### config.mk
export PLATFORM = sky130hd
export DESIGN_NAME = frame_windower
export DESIGN_NICKNAME = d
export VERILOG_FILES = /design/src/rtl/frame_windower.sv
export SDC_FILE = /design/constraint.sdc
export NUM_CORES = 2
export LEC_CHECK = 0
export BUFFER_PORTS_ARGS = -buffer_cell sky130_fd_sc_hd__buf_2
export CORE_ASPECT_RATIO = 0.5
export CORE_UTILIZATION = 60
export DETAILED_ROUTE_END_ITERATION = 10
export MAX_ROUTING_LAYER = met4
export PLACE_DENSITY_LB_ADDON = 0.3
export SLEW_MARGIN = 20
export SYNTH_ARGS = -nofsm -noshare
export SYNTH_HDL_FRONTEND = slang
export SYNTH_SLANG_ARGS = --single-unit
export TNS_END_PERCENT = 20
### constraint.sdc
create_clock -name clk -period 4.9 [get_ports clk]
set_input_delay 0.49 -clock clk [delete_from_list [all_inputs] [get_ports clk]]
set_output_delay 0.49 -clock clk [all_outputs]
set_load 0.02 [all_outputs]
### src/rtl/frame_windower.sv
// Circular-RAM framer: fixed-length, optionally overlapped or skipped frames
// streamed out on valid/ready, with ADC power hints for the sample source.
module frame_windower #(
    parameter int DATA_W    = 8,
    parameter int MAX_FRAME = 256,
    parameter int PTR_W     = $clog2(MAX_FRAME) + 1
) (
    input  logic              clk,
    input  logic              reset_n,
    input  logic              enable,
    input  logic [3:0]        cfg_frame_log2,
    input  logic [1:0]        cfg_overlap,
    input  logic [6:0]        cfg_skip,
    input  logic              in_valid,
    input  logic [DATA_W-1:0] in_data,
    input  logic              m_ready,
    output logic              m_valid,
    output logic [DATA_W-1:0] m_data,
    output logic              m_first,
    output logic              m_last,
    output logic              overrun,
    output logic [15:0]       drop_count,
    output logic              adc_power_on,
    output logic              adc_data_required
);
    localparam int AW = PTR_W - 1;

    typedef enum logic [1:0] {IDLE, LOAD, STREAM} state_t;

    state_t            state, state_nx;
    logic              run;
    logic [3:0]        log2_q;
    logic [1:0]        ovl_q;
    logic [6:0]        skip_q;
    logic [6:0]        fcnt;
    logic [AW-1:0]     scnt;
    logic [AW-1:0]     idx;
    logic [AW-1:0]     nm1;
    logic [AW-1:0]     rd_addr;
    logic [PTR_W-1:0]  wr, base;
    logic [PTR_W-1:0]  n_len, hop, occ, base_rel, occ_rel;
    logic              overlap, kept, full, rel, wr_en, drop, rd_en;
    logic [DATA_W-1:0] mem [MAX_FRAME];

    function automatic logic [3:0] clamp_log2(input logic [3:0] v);
        if (v < 4'd4) return 4'd4;
        if (v > 4'(AW)) return 4'(AW);
        return v;
    endfunction

    always_comb begin
        n_len = PTR_W'(1) << log2_q;
        unique case (ovl_q)
            2'd1:    hop = n_len >> 1;
            2'd2:    hop = n_len >> 2;
            default: hop = n_len;
        endcase
    end

    assign nm1      = AW'(n_len - 1'b1);
    assign overlap  = (ovl_q == 2'd1) || (ovl_q == 2'd2);
    assign kept     = overlap || (fcnt == 7'd0);
    assign occ      = wr - base;
    assign full     = (occ == PTR_W'(MAX_FRAME));
    assign base_rel = base + hop;
    assign occ_rel  = wr - base_rel;

    assign m_valid = (state == STREAM);
    assign m_first = m_valid && (idx == '0);
    assign m_last  = m_valid && (idx == nm1);
    assign rel     = m_last && m_ready;

    // A release in the same cycle frees the slot the incoming sample needs.
    assign wr_en = enable && in_valid && kept && (!full || rel);
    assign drop  = enable && in_valid && kept && full && !rel;

    assign rd_en   = (state == LOAD) || (m_valid && m_ready && !m_last);
    assign rd_addr = base[AW-1:0] + ((state == LOAD) ? '0 : idx + 1'b1);

    always_comb begin
        state_nx = state;
        unique case (state)
            IDLE:    if (occ >= n_len) state_nx = LOAD;
            LOAD:    state_nx = STREAM;
            STREAM:  if (rel) state_nx = (occ_rel >= n_len) ? LOAD : IDLE;
            default: state_nx = IDLE;
        endcase
        if (!enable) state_nx = IDLE;
    end

    always_comb begin
        adc_power_on      = 1'b0;
        adc_data_required = 1'b0;
        if (run && enable) begin
            if (overlap || skip_q <= 7'd1) begin
                adc_power_on      = 1'b1;
                adc_data_required = 1'b1;
            end else begin
                adc_data_required = (fcnt == 7'd0);
                adc_power_on      = (fcnt == 7'd0) || (fcnt == skip_q);
            end
        end
    end

    always_ff @(posedge clk or negedge reset_n) begin
        if (!reset_n) begin
            state      <= IDLE;
            run        <= 1'b0;
            log2_q     <= 4'd4;
            ovl_q      <= 2'd0;
            skip_q     <= 7'd0;
            fcnt       <= 7'd0;
            scnt       <= '0;
            idx        <= '0;
            wr         <= '0;
            base       <= '0;
            overrun    <= 1'b0;
            drop_count <= 16'd0;
        end else begin
            run   <= enable;
            state <= state_nx;
            if (!enable) begin
                log2_q <= clamp_log2(cfg_frame_log2);
                ovl_q  <= cfg_overlap;
                skip_q <= cfg_skip;
                fcnt   <= 7'd0;
                scnt   <= '0;
                idx    <= '0;
                wr     <= '0;
                base   <= '0;
            end else begin
                if (!run) begin
                    overrun    <= 1'b0;
                    drop_count <= 16'd0;
                end else if (drop) begin
                    overrun <= 1'b1;
                    if (drop_count != 16'hFFFF) drop_count <= drop_count + 16'd1;
                end
                if (wr_en) wr <= wr + 1'b1;
                if (rel) base <= base_rel;
                // Input frame position advances on every sample, kept or not.
                if (in_valid) begin
                    if (scnt == nm1) begin
                        scnt <= '0;
                        fcnt <= (overlap || fcnt >= skip_q) ? 7'd0 : fcnt + 7'd1;
                    end else begin
                        scnt <= scnt + 1'b1;
                    end
                end
                if (state == LOAD) idx <= '0;
                else if (m_valid && m_ready && !m_last) idx <= idx + 1'b1;
            end
        end
    end

    always_ff @(posedge clk) begin
        if (wr_en) mem[wr[AW-1:0]] <= in_data;
    end

    // Registered read doubles as the output holding register.
    always_ff @(posedge clk or negedge reset_n) begin
        if (!reset_n) m_data <= '0;
        else if (rd_en) m_data <= mem[rd_addr];
    end
endmodule

==> flow_summary.json <==
{
  "y_dimension_of_the_die_microns": 271,
  "dr_total_vias": 48373,
  "detail_route.drc_violations": 0,
  "timing.critical_path.fanout_max": 36,
  "placed_area_sq_um": 92700,
  "vdd.ir_drop.worst_uv": 381,
  "clock_skews_ns": 0.0284,
  "worst_case_reg_to_reg_path_depth": 15,
  "max_cap_violations": 0,
  "slew_headroom_pct": 23.8,
  "asyncSetResetFlopFracSynth_pct": 3.85,
  "buffers_added_on_ports": 55,
  "power.switching_mw": 11.4,
  "p_per_area_nw_per_um2": 444,
  "timing.critical_path.slowest_cell_delay_ns": 0.92,
  "combinationalPowerShare_pct": 21.7,
  "cts.sink_count": 2130,
  "worstPathRequired_ns": 5.57,
  "ant_nets": 0,
  "cp_num_buf_inv": 6,
  "setup_buffers_after_cts": 0,
  "drt-vias-per-instance": 6.83,
  "layout-area-overhead-vs-synth_pct": 13.8,
  "run_status": "complete, no violations",
  "setup-tns-final_ns": 0,
  "globalRoute.totalOverflow": 0,
  "row_count": 98,
  "cpLargestDelayFamily": "adder cells",
  "fill_cells": 8560,
  "floorplan.initialDensity_pct": 60.6,
  "swShare_pct": 25.9,
  "grt_setup_unrepaired": "yes",
  "mean_cell_area_of_the_mapped_netlist_sq_um": 19.0,
  "cts_tree": "done",
  "timing_hold_violations_final": 0,
  "timing_limited_maximum_frequency_mhz": 206,
  "final_max_slew_viol_count": 0,
  "syn_area_sq_um": 86800,
  "ys.warnings.count": 0,
  "critical_path_arrival_ns": 5.52,
  "wl_per_cell_microns": 31.2,
  "crit_path_category": "register to register",
  "synth_nets": 4666,
  "drt_first_pass_iters": 8,
  "synthFlopType": "edfxtp_1",
  "final_min_period_over_clock_period_pct": 99.0,
  "total_power_mw": 43.8,
  "critical-path-slowest-cell": "fa_4",
  "design_area_sq_um": 98700,
  "clock_tree.root_cell": "clkbuf_16",
  "critPathCaptureType": "register",
  "crit_chain": "inv_1 -> ha_1 -> and2_1 -> inv_1 -> fa_4 -> buf_12 -> buf_12 -> mux4_2 -> mux4_2 -> mux2i_1 -> buf_4 -> nor3_1 -> nor4_1 -> buf_4 -> o22ai_1",
  "globalplace.congestion": 0.898,
  "detailedRoute.firstIterationViolations": 7191,
  "clkTransAtPathRegs_ns": 0.06,
  "hold_crit_path_type": "input pin to register",
  "synthesis.instances": 4566,
  "dp.final_hpwl_microns": 134000,
  "worstSkewPairLatency_ns": 0.81,
  "post-route-min-period_ns": 4.85,
  "setup_viol_count_final": 0,
  "sequentialPowerShare_pct": 45.9,
  "start_point_of_the_critical_path": "idx[0]",
  "grt_antenna_before_repair": 10,
  "worst_r2r_startpoint": "idx[0]",
  "cts_inserted_buffers": 177,
  "maximum_root_to_sink_buffer_count": 3,
  "dieArea_sq_um": 146000,
  "grt_max_degree": 145,
  "htreeDepth": 4,
  "grt_pass1_vias": 48236,
  "stages_on_worst_setup_path": 15,
  "cp-endpoint": "m_data[6]",
  "static-leakage-power_nw": 33.0,
  "floorplan.die.width_microns": 540,
  "num_io_pins": 56,
  "synth.lib_cells_used.distinct": 81,
  "tightestPinTransition_ns": 1.14,
  "ff2ff_setup_slack_ns": 0.05,
  "share_clk_of_total_power_pct": 32.4,
  "cellInternalPower_mw": 32.4,
  "critPathLaunchType": "register",
  "core_area_sq_um": 143000,
  "grt_first_pass_wirelength_microns": 324000,
  "final_nets": 5123,
  "track_usage_pct": 31.5,
  "portion_of_the_post_synthesis_area_used_by_sequential_elements_pct": 73.2,
  "synth-edff-count": 2048,
  "worst_r2r_endpoint": "m_data[6]",
  "synth.ff_latch_count": 2130,
  "wirelength_microns": 221000,
  "final_layout_size_suffix_gt1_share_pct": 28.0
}
==> repair_timing <==
action                                  CTS  global route
hold buffers                             13             0
gates resized for setup                   6            35
pin swaps                                 0             1
hold endpoints to repair                 35             0
endpoints found under the setup margin    4             9
==> cells by family after synthesis <==
group	after synthesis	synth area share (%)
xor+xnor	43	0.434
fa+ha+maj	74	1.10
compound gates	332	2.90
flops	2130	73.2
simple gates	1023	5.88
buf+inv	351	1.73
mux	613	14.7
==> final cells by class <==
class                           instances  area [sq um]  share of cell area [%]
Inverter                               57           214                   0.217
Clock buffer                          210          4600                    4.65
Multi-Input combinational cell       2085         22100                    22.4
Tap cell                             1900          2380                    2.41
Sequential cell                      2130         63600                    64.4
Clock inverter                        114          1100                    1.11
Timing Repair Buffer                  572          4780                    4.84
Antenna cell                           11          27.5                  0.0279
==> through the flow <==
step	hold slack, ns	utilization [%]	worst slack, ns	instances
2_1_floorplan	0.194	-	0.545	4566
3_3_place_gp	0.397	64.7	-0.347	6731
3_5_place_dp	0.401	64.7	-0.344	6731
4_1_cts	0.0458	68.8	-0.0360	7068
5_1_grt	0.118	68.9	-0.0777	7074
6_report	0.0981	68.9	0.0502	7079
==> synthesized netlist by cell type, types with 28 or more instances <==
| library cell | count | share of area, % |
|---|---|---|
| buf_1 | 28 | 0.12 |
| nand4_1 | 45 | 0.32 |
| mux4_2 | 528 | 14 |
| inv_1 | 56 | 0.24 |
| clkbuf_1 | 156 | 0.67 |
| a2111oi_0 | 81 | 0.82 |
| nor3_1 | 270 | 1.6 |
| a21oi_1 | 36 | 0.21 |
| ha_1 | 70 | 1.0 |
| edfxtp_1 | 2048 | 71 |
| and2_1 | 66 | 0.48 |
| dfrtp_1 | 81 | 2.3 |
| o21ai_0 | 36 | 0.21 |
| nor2_1 | 82 | 0.35 |
| nand2_1 | 302 | 1.3 |
| mux2_2 | 31 | 0.40 |
| mux2i_1 | 54 | 0.62 |
| nand3_1 | 73 | 0.42 |
| nor4_1 | 44 | 0.32 |
| buf_2 | 91 | 0.52 |
| and3_1 | 31 | 0.22 |
==> cell usage in the layout, fill, tap and decap left out, types with 14 or more instances in the layout <==
| cell type | synthesis | layout |
|---|---|---|
| nor4_1 | 44 | 37 |
| o22ai_1 | 15 | 15 |
| clkinv_1 | 1 | 43 |
| clkbuf_1 | 156 | 31 |
| mux2i_1 | 54 | 54 |
| a21oi_1 | 36 | 36 |
| a2111oi_0 | 81 | 59 |
| buf_12 | 0 | 41 |
| nand2b_1 | 27 | 27 |
| and3_1 | 31 | 31 |
| a32o_1 | 14 | 14 |
| nand4_1 | 45 | 45 |
| a211oi_1 | 22 | 21 |
| a21o_1 | 22 | 22 |
| ha_1 | 70 | 66 |
| mux4_2 | 528 | 528 |
| inv_1 | 56 | 56 |
| nand3_1 | 73 | 69 |
| clkbuf_16 | 0 | 179 |
| nand2_1 | 302 | 299 |
| buf_2 | 91 | 46 |
| clkinv_2 | 0 | 30 |
| dfrtp_1 | 81 | 81 |
| nor2b_1 | 22 | 22 |
| bufinv_16 | 0 | 19 |
| xnor2_1 | 27 | 25 |
| buf_4 | 18 | 463 |
| nor2_1 | 82 | 79 |
| nor3_1 | 270 | 266 |
| edfxtp_1 | 2048 | 2048 |
| o21ai_0 | 36 | 35 |
| and2_1 | 66 | 66 |
| mux2_2 | 31 | 31 |
==> tightest hold or removal path: stages <==
cell     delay, ns
buf_2         0.09
nor2b_1       0.13
nand2_1       0.07
o21ai_0       0.07
==> worst min-delay path by stage <==
stage / from / to / slack [ns] / cells past startpoint
2_1_floorplan: reset_n / base[0] / 0.19 / 0
3_3_place_gp: reset_n / skip_q[5] / 0.40 / 1
3_5_place_dp: reset_n / skip_q[5] / 0.40 / 1
4_1_cts: cfg_frame_log2[2] / log2_q[0] / 0.05 / 4
5_1_grt: cfg_frame_log2[2] / log2_q[1] / 0.12 / 4
6_report: cfg_frame_log2[2] / log2_q[0] / 0.1 / 4
==> per-layer routing <==
layer	GRT usage (%)	wire length (microns)	vias up
li1	-	-	19681
met1	42.6	81700	24838
met2	46.7	103000	3391
met3	8.72	28700	463
met4	10.6	6860	0
met5	-	0	-
==> power groups by stage <==
stage               Sequential (mW)  Combinational, mW  Clock (mW)
floorplan                      20.5               6.64           0
global placement               20.5               9.28           0
detailed placement             20.5               9.40           0
CTS                            20.1               9.49        14.3
global route                   20.1               10.0        14.9
finish                         20.1               9.51        14.2
==> sequential cells by signal, indices dropped and copies added, names as in the netlist <==
name and count:
mem 2048, drop_count 16, base 9, wr 9
idx 8, m_data 8, scnt 8, fcnt 7
skip_q 7, log2_q 4, ovl_q 2, state 2
overrun 1, run 1
No activity file was read; power rests on OpenSTA's default activity.
